## config.mk

```make
export PLATFORM = sky130hd
export DESIGN_NAME = sha256_block_sched
export DESIGN_NICKNAME = d
export VERILOG_FILES = /design/src/rtl/sha256_pkg.sv /design/src/rtl/sha256_word_buf.sv /design/src/rtl/sha256_block_sched.sv
export SDC_FILE = /design/constraint.sdc
export NUM_CORES = 1
export LEC_CHECK = 0
export BUFFER_PORTS_ARGS = -buffer_cell sky130_fd_sc_hd__buf_2
export CORE_MARGIN = 2
export CORE_UTILIZATION = 35
export DETAILED_ROUTE_END_ITERATION = 16
export SYNTH_ARGS = -nofsm -noshare
export SYNTH_HDL_FRONTEND = slang
export SYNTH_SLANG_ARGS = --single-unit
```

## constraint.sdc

```tcl
create_clock -name iClk -period 5.6 [get_ports iClk]
set_input_delay 1.68 -clock iClk [delete_from_list [all_inputs] [get_ports iClk]]
set_output_delay 1.68 -clock iClk [all_outputs]
set_load 0.01 [all_outputs]
```

## src/rtl/sha256_pkg.sv

```systemverilog
// Shared types and sizes for the SHA-256 block sequencer and its word buffer.
package sha256_pkg;

    localparam int BLOCK_WORDS = 16;
    localparam int WORD_W      = 32;
    localparam int DIGEST_W    = 256;
    localparam int IDX_W       = 4;   // addresses words 0..15
    localparam int COUNT_W     = 5;   // holds fill levels 0..16

    // Fill level at which the buffer holds a complete block
    localparam logic [COUNT_W-1:0] FULL_COUNT = COUNT_W'(BLOCK_WORDS);
    // Index of the final word streamed to the core
    localparam logic [IDX_W-1:0]   LAST_IDX   = IDX_W'(BLOCK_WORDS - 1);

    typedef enum logic [2:0] {
        ST_LOAD   = 3'd0,
        ST_START  = 3'd1,
        ST_STREAM = 3'd2,
        ST_WAIT   = 3'd3,
        ST_DONE   = 3'd4
    } state_t;

endpackage

```

## src/rtl/sha256_word_buf.sv

```systemverilog
// 16 x 32-bit register file holding one message block.
// Single write port, asynchronous read port; contents are not reset.
module sha256_word_buf
    import sha256_pkg::*;
(
    input  logic              iClk,
    input  logic              i_we,
    input  logic [IDX_W-1:0]  i_waddr,
    input  logic [WORD_W-1:0] i_wdata,
    input  logic [IDX_W-1:0]  i_raddr,
    output logic [WORD_W-1:0] o_rdata
);

    logic [WORD_W-1:0] r_mem [BLOCK_WORDS];

    generate
        for (genvar gi = 0; gi < BLOCK_WORDS; gi++) begin : g_word
            // Each word register loads when the write address selects it
            always_ff @(posedge iClk) begin
                if (i_we && (i_waddr == IDX_W'(gi))) begin
                    r_mem[gi] <= i_wdata;
                end
            end
        end
    endgenerate

    assign o_rdata = r_mem[i_raddr];

endmodule

```

## src/rtl/sha256_block_sched.sv

```systemverilog
// Sequencer between a word producer and a SHA-256 core: buffers one
// pre-padded 512-bit block, launches the core, streams the 16 words,
// waits (bounded) for done and holds the captured digest.
// Every output is a register or a decode of registered state.
module sha256_block_sched
    import sha256_pkg::*;
#(
    parameter int TIMEOUT_CYCLES = 1024,
    parameter int CNT_W          = 11
) (
    input  logic                iClk,
    input  logic                iReset_n,
    input  logic [WORD_W-1:0]   iWord,
    input  logic                iWordValid,
    output logic                oWordReady,
    input  logic                iGo,
    input  logic                iClear,
    output logic                oCoreStart,
    output logic                oCoreDataValid,
    output logic [WORD_W-1:0]   oCoreDataIn,
    input  logic                iCoreDone,
    input  logic [DIGEST_W-1:0] iCoreDigest,
    output logic [DIGEST_W-1:0] oDigest,
    output logic                oDigestValid,
    output logic                oBusy,
    output logic                oTimeout
);

    // Last WAIT counter value before the job is abandoned
    localparam logic [CNT_W-1:0] TMO_LAST = CNT_W'(TIMEOUT_CYCLES - 1);

    state_t                r_state;
    state_t                w_state_next;
    logic [COUNT_W-1:0]    r_count;
    logic [IDX_W-1:0]      r_idx;
    logic [CNT_W-1:0]      r_tmo_cnt;
    logic [DIGEST_W-1:0]   r_digest;
    logic                  r_timeout;

    logic                  w_full;
    logic                  w_tmo_hit;
    logic                  w_accept;
    logic [WORD_W-1:0]     w_rdata;

    assign w_full    = (r_count == FULL_COUNT);
    assign w_tmo_hit = (r_tmo_cnt == TMO_LAST);
    // A clear in the same cycle wins over an incoming word
    assign w_accept  = (r_state == ST_LOAD) && iWordValid && !w_full && !iClear;

    sha256_word_buf u_word_buf (
        .iClk    (iClk),
        .i_we    (w_accept),
        .i_waddr (r_count[IDX_W-1:0]),
        .i_wdata (iWord),
        .i_raddr (r_idx),
        .o_rdata (w_rdata)
    );

    // State register
    always_ff @(posedge iClk or negedge iReset_n) begin
        if (!iReset_n) begin
            r_state <= ST_LOAD;
        end else begin
            r_state <= w_state_next;
        end
    end

    // Next-state logic; iClear overrides every other event
    always_comb begin
        w_state_next = r_state;
        if (iClear) begin
            w_state_next = ST_LOAD;
        end else begin
            case (r_state)
                ST_LOAD:   if (iGo && w_full)         w_state_next = ST_START;
                ST_START:                             w_state_next = ST_STREAM;
                ST_STREAM: if (r_idx == LAST_IDX)     w_state_next = ST_WAIT;
                ST_WAIT: begin
                    if (iCoreDone)                    w_state_next = ST_DONE;
                    else if (w_tmo_hit)               w_state_next = ST_LOAD;
                end
                ST_DONE:   if (iGo)                   w_state_next = ST_LOAD;
                default:                              w_state_next = ST_LOAD;
            endcase
        end
    end

    // Output decode from registered state only
    always_comb begin
        oWordReady     = 1'b0;
        oCoreStart     = 1'b0;
        oCoreDataValid = 1'b0;
        oCoreDataIn    = '0;
        oBusy          = 1'b0;
        oDigestValid   = 1'b0;
        case (r_state)
            ST_LOAD:   oWordReady = !w_full;
            ST_START: begin
                oCoreStart = 1'b1;
                oBusy      = 1'b1;
            end
            ST_STREAM: begin
                oCoreDataValid = 1'b1;
                oCoreDataIn    = w_rdata;
                oBusy          = 1'b1;
            end
            ST_WAIT:   oBusy        = 1'b1;
            ST_DONE:   oDigestValid = 1'b1;
            default:   oWordReady   = 1'b0;
        endcase
    end

    assign oDigest  = r_digest;
    assign oTimeout = r_timeout;

    // Fill level: grows on accepted words, returns to zero whenever the job ends
    always_ff @(posedge iClk or negedge iReset_n) begin
        if (!iReset_n) begin
            r_count <= '0;
        end else if (iClear) begin
            r_count <= '0;
        end else begin
            case (r_state)
                ST_LOAD: if (w_accept)                 r_count <= r_count + 1'b1;
                ST_WAIT: if (!iCoreDone && w_tmo_hit)  r_count <= '0;
                ST_DONE: if (iGo)                      r_count <= '0;
                default:                               r_count <= r_count;
            endcase
        end
    end

    // Stream read index and WAIT timeout counter, both armed in START
    always_ff @(posedge iClk or negedge iReset_n) begin
        if (!iReset_n) begin
            r_idx     <= '0;
            r_tmo_cnt <= '0;
        end else begin
            case (r_state)
                ST_START: begin
                    r_idx     <= '0;
                    r_tmo_cnt <= '0;
                end
                ST_STREAM: r_idx     <= r_idx + 1'b1;
                ST_WAIT:   r_tmo_cnt <= r_tmo_cnt + 1'b1;
                default: begin
                    r_idx     <= r_idx;
                    r_tmo_cnt <= r_tmo_cnt;
                end
            endcase
        end
    end

    // Digest capture on the first done seen in WAIT; sticky timeout flag
    always_ff @(posedge iClk or negedge iReset_n) begin
        if (!iReset_n) begin
            r_digest  <= '0;
            r_timeout <= 1'b0;
        end else if (iClear) begin
            r_timeout <= 1'b0;
        end else if (r_state == ST_WAIT) begin
            if (iCoreDone) begin
                r_digest <= iCoreDigest;
            end else if (w_tmo_hit) begin
                r_timeout <= 1'b1;
            end
        end
    end

endmodule
```

==> flow_metrics.tcl <==
set metrics [dict create \
    cts_buffers 89 \
    path_buf_inv 1 \
    fin_crit_sh_pct 92.93 \
    rows 107 \
    gp_congestion 1.027 \
    vias 17130 \
    globalRouteOverflowTotal 0 \
    powerDensity_nw_per_um2 358.5 \
    slew_headroom_pct 26.98 \
    cts_tree "built" \
    ys.flop_type "edfxtp_1" \
    vdd_drop_max_v 0.0002206 \
    multiInputGateArea_um2 7649 \
    synthArstFlopShare_pct 35.35 \
    cp_data_required_time_ns 3.92 \
    synth.area.top_cells "edfxtp_1, dfrtp_1, mux2_2" \
    reg2reg_setup_slack_ns 2.30 \
    drc 0 \
    clock_sinks 792 \
    r2r-end "u_word_buf.r_mem[6][6]" \
    grt_use_met3_pct 5.540 \
    h-tree-depth 3 \
    post-cts-setup-buffers 0 \
    rr_startpoint "r_state[1]" \
    ant_nets 0 \
    grt_antenna_before_repair 50 \
    worstPathCellList "nor3b_2 > nand2b_1 > nor2_1 > a221o_1 > buf_2" \
    die_x_um 298.4 \
    synth_most_common_cell "edfxtp_1" \
    synthCells 1522 \
    grt_most_used_layer "met2" \
    synthTopCellsByCount "edfxtp_1, dfrtp_1, mux2_2" \
    viasPerCell 5.060 \
    grt_pass1_vias 17880 \
    dieArea_um2 89020 \
    seq_area_um2 22390 \
    yosysUniqueCellTypes 51 \
    path_max_fanout 14 \
    grt_first_pass_wirelength_um 131200 \
    max_clock_freq_mhz 192.2 \
    pin_count 588 \
    drt-initial-drc-count 1093 \
    port_buffers 587 \
    synth.largest_area_cell "edfxtp_1" \
    use_met2_pct 35.91 \
    leakagePower_uw 0.01615 \
    nNetsFinal 2457 \
    timing.final.ws_setup_ns 0.3961 \
    cts-root-buf "clkbuf_16" \
    ys_warn_count 0 \
    ys_seq_area_share_pct 73.80 \
    synth_area_um2 30330 \
    drive_above_1_share_pct 52.20 \
    met1_usage_pct 24.62 \
    hp-start "oDigest[254]" \
    cts_hold_buf 0 \
    cp_slowest_cell "nor2_1" \
    worst_pin_slew_ns 1.095 \
    fp.dieH_um 298.4 \
    rsz0062_at_grt "no" \
    fillCellCount 7477 \
    cpPeakStageDelay_ns 0.71 \
    setup_viol 0 \
    grt.total_usage_pct 20.48 \
    cts-resized-gates 0 \
    cts_buffer_depth 3 \
    dp_hpwl_um 65820 \
    drv_cap 0 \
    initial_core_util_pct 35.45 \
    worstHoldPathCells 1 \
    status "completed" \
    setup-tns-final_ns 0 \
    dp_slack_ns 1.040 \
    core_um2 85550 \
    critPathLaunchType "register" \
    dr.pass1.iters 7 \
    crit_type "register to primary output" \
    insertion_delay_ns 0.65 \
    syn_to_final_growth_pct 24.56 \
    path_clk_slew_ns 0.06 \
    syn_area_per_cell_um2 19.93 \
    critPathArrivalTime_ns 3.52 \
    synth_top_area_share_pct 50.70 \
    crit_start "r_state[1]" \
    fin_crit_ns 5.204 \
    fin_skew_ns 0.05337 \
    cp_top_family "simple AND/OR/NAND/NOR gates" \
    wl_per_cell_um 27.21 \
    synth_edf_count 512 \
    hold_viol 0 \
    min_path_type "register to register" \
    crit_path_end_kind "primary output" \
    syn_nets 1822 \
    grt_max_degree 122 \
    holdPathEnd "oDigest[254]" \
    routed_wl_um 92120 \
    slew_viol_final 0 \
    r2r_cells 6 \
    yosys_register_bits 792 \
]
-- per-layer routing --
layer / up-vias / wire [um] / part of all wire [%]
li1: 7336 / - / -
met2: 593 / 47640 / 52
met5: - / 235 / 0.26
met1: 8989 / 35500 / 39
met4: 36 / 2575 / 2.8
met3: 180 / 6170 / 6.7
-- sequential cells by signal (all words and copies together), names as in the netlist --
signal            count
r_tmo_cnt            11
r_state               3
oTimeout              1
oDigest             256
u_word_buf.r_mem    512
r_idx                 4
r_count               5
-- layout by cell type, fill, tap and decap left out, drive strengths merged, types with 4 or more instances in the layout --
master,n
clkinvlp,4
nor2b,6
mux2,258
a221o,9
a22oi,9
mux2i,65
nor3,9
edfxtp,512
diode,12
mux4,120
dfrtp,280
inv,11
clkinv,37
o21ai,13
o22ai,25
bufinv,6
a21oi,8
nand3,11
nand2b,6
buf,624
ha,6
and3,8
a22o,11
nand2,17
clkbuf,113
nor2,31
-- power by group --
group / internal [uW] / switching (uW)
Clock: 3320 / 2410
Combinational: 709 / 706
Sequential: 6320 / 82.0
-- worst max path at each step --
| stage | slack, ns | end | cells past startpoint |
|---|---|---|---|
| 6_report | 0.40 | oCoreDataIn[2] | 5 |
| 5_1_grt | 0.12 | oCoreDataIn[2] | 5 |
| 4_1_cts | 0.32 | oCoreDataIn[2] | 5 |
| 3_5_place_dp | 1.04 | oCoreDataIn[2] | 5 |
| 3_3_place_gp | 1.08 | oCoreDataIn[5] | 5 |
| 2_1_floorplan | 0.60 | u_word_buf.r_mem[2][0] | 5 |
-- metrics by stage --
step / cells / area (um^2) / hold WS, ns / util [%] / power, uW
2_1_floorplan: 1522 / 30330 / 0.4759 / - / 7429
3_3_place_gp: 3210 / 34830 / 0.4828 / 40.72 / 7952
3_5_place_dp: 3210 / 34830 / 0.4873 / 40.72 / 7969
4_1_cts: 3374 / 37750 / 0.5007 / 44.12 / 13750
5_1_grt: 3379 / 37760 / 0.5143 / 44.14 / 14060
6_report: 3386 / 37780 / 0.4972 / 44.16 / 13540
-- cell type report --
class	instances	area share (%)
clock inverters	51	1.411
well taps	1144	3.789
clock buffers	113	6.297
repair buffers	624	8.837
multi-input cells	643	20.25
inverters	7	0.06956
diodes	12	0.07949
flip-flops and latches	792	59.27
-- kinds of logic (layout without fill, tap and decap cells) --
group | Yosys count | count (layout) | share of synthesized area [%]
DFF | 792 | 792 | 73.80
muxes | 443 | 443 | 20.64
and+or+nand+nor | 107 | 107 | 1.894
buffers and inverters | 87 | 795 | 1.341
AOI/OAI and AO/OA | 84 | 84 | 1.993
adders and majority gates | 6 | 6 | 0.2475
xor gates and xnor gates | 3 | 3 | 0.08666
other | 0 | 12 | 0
Power figures use the tool's default switching activity.
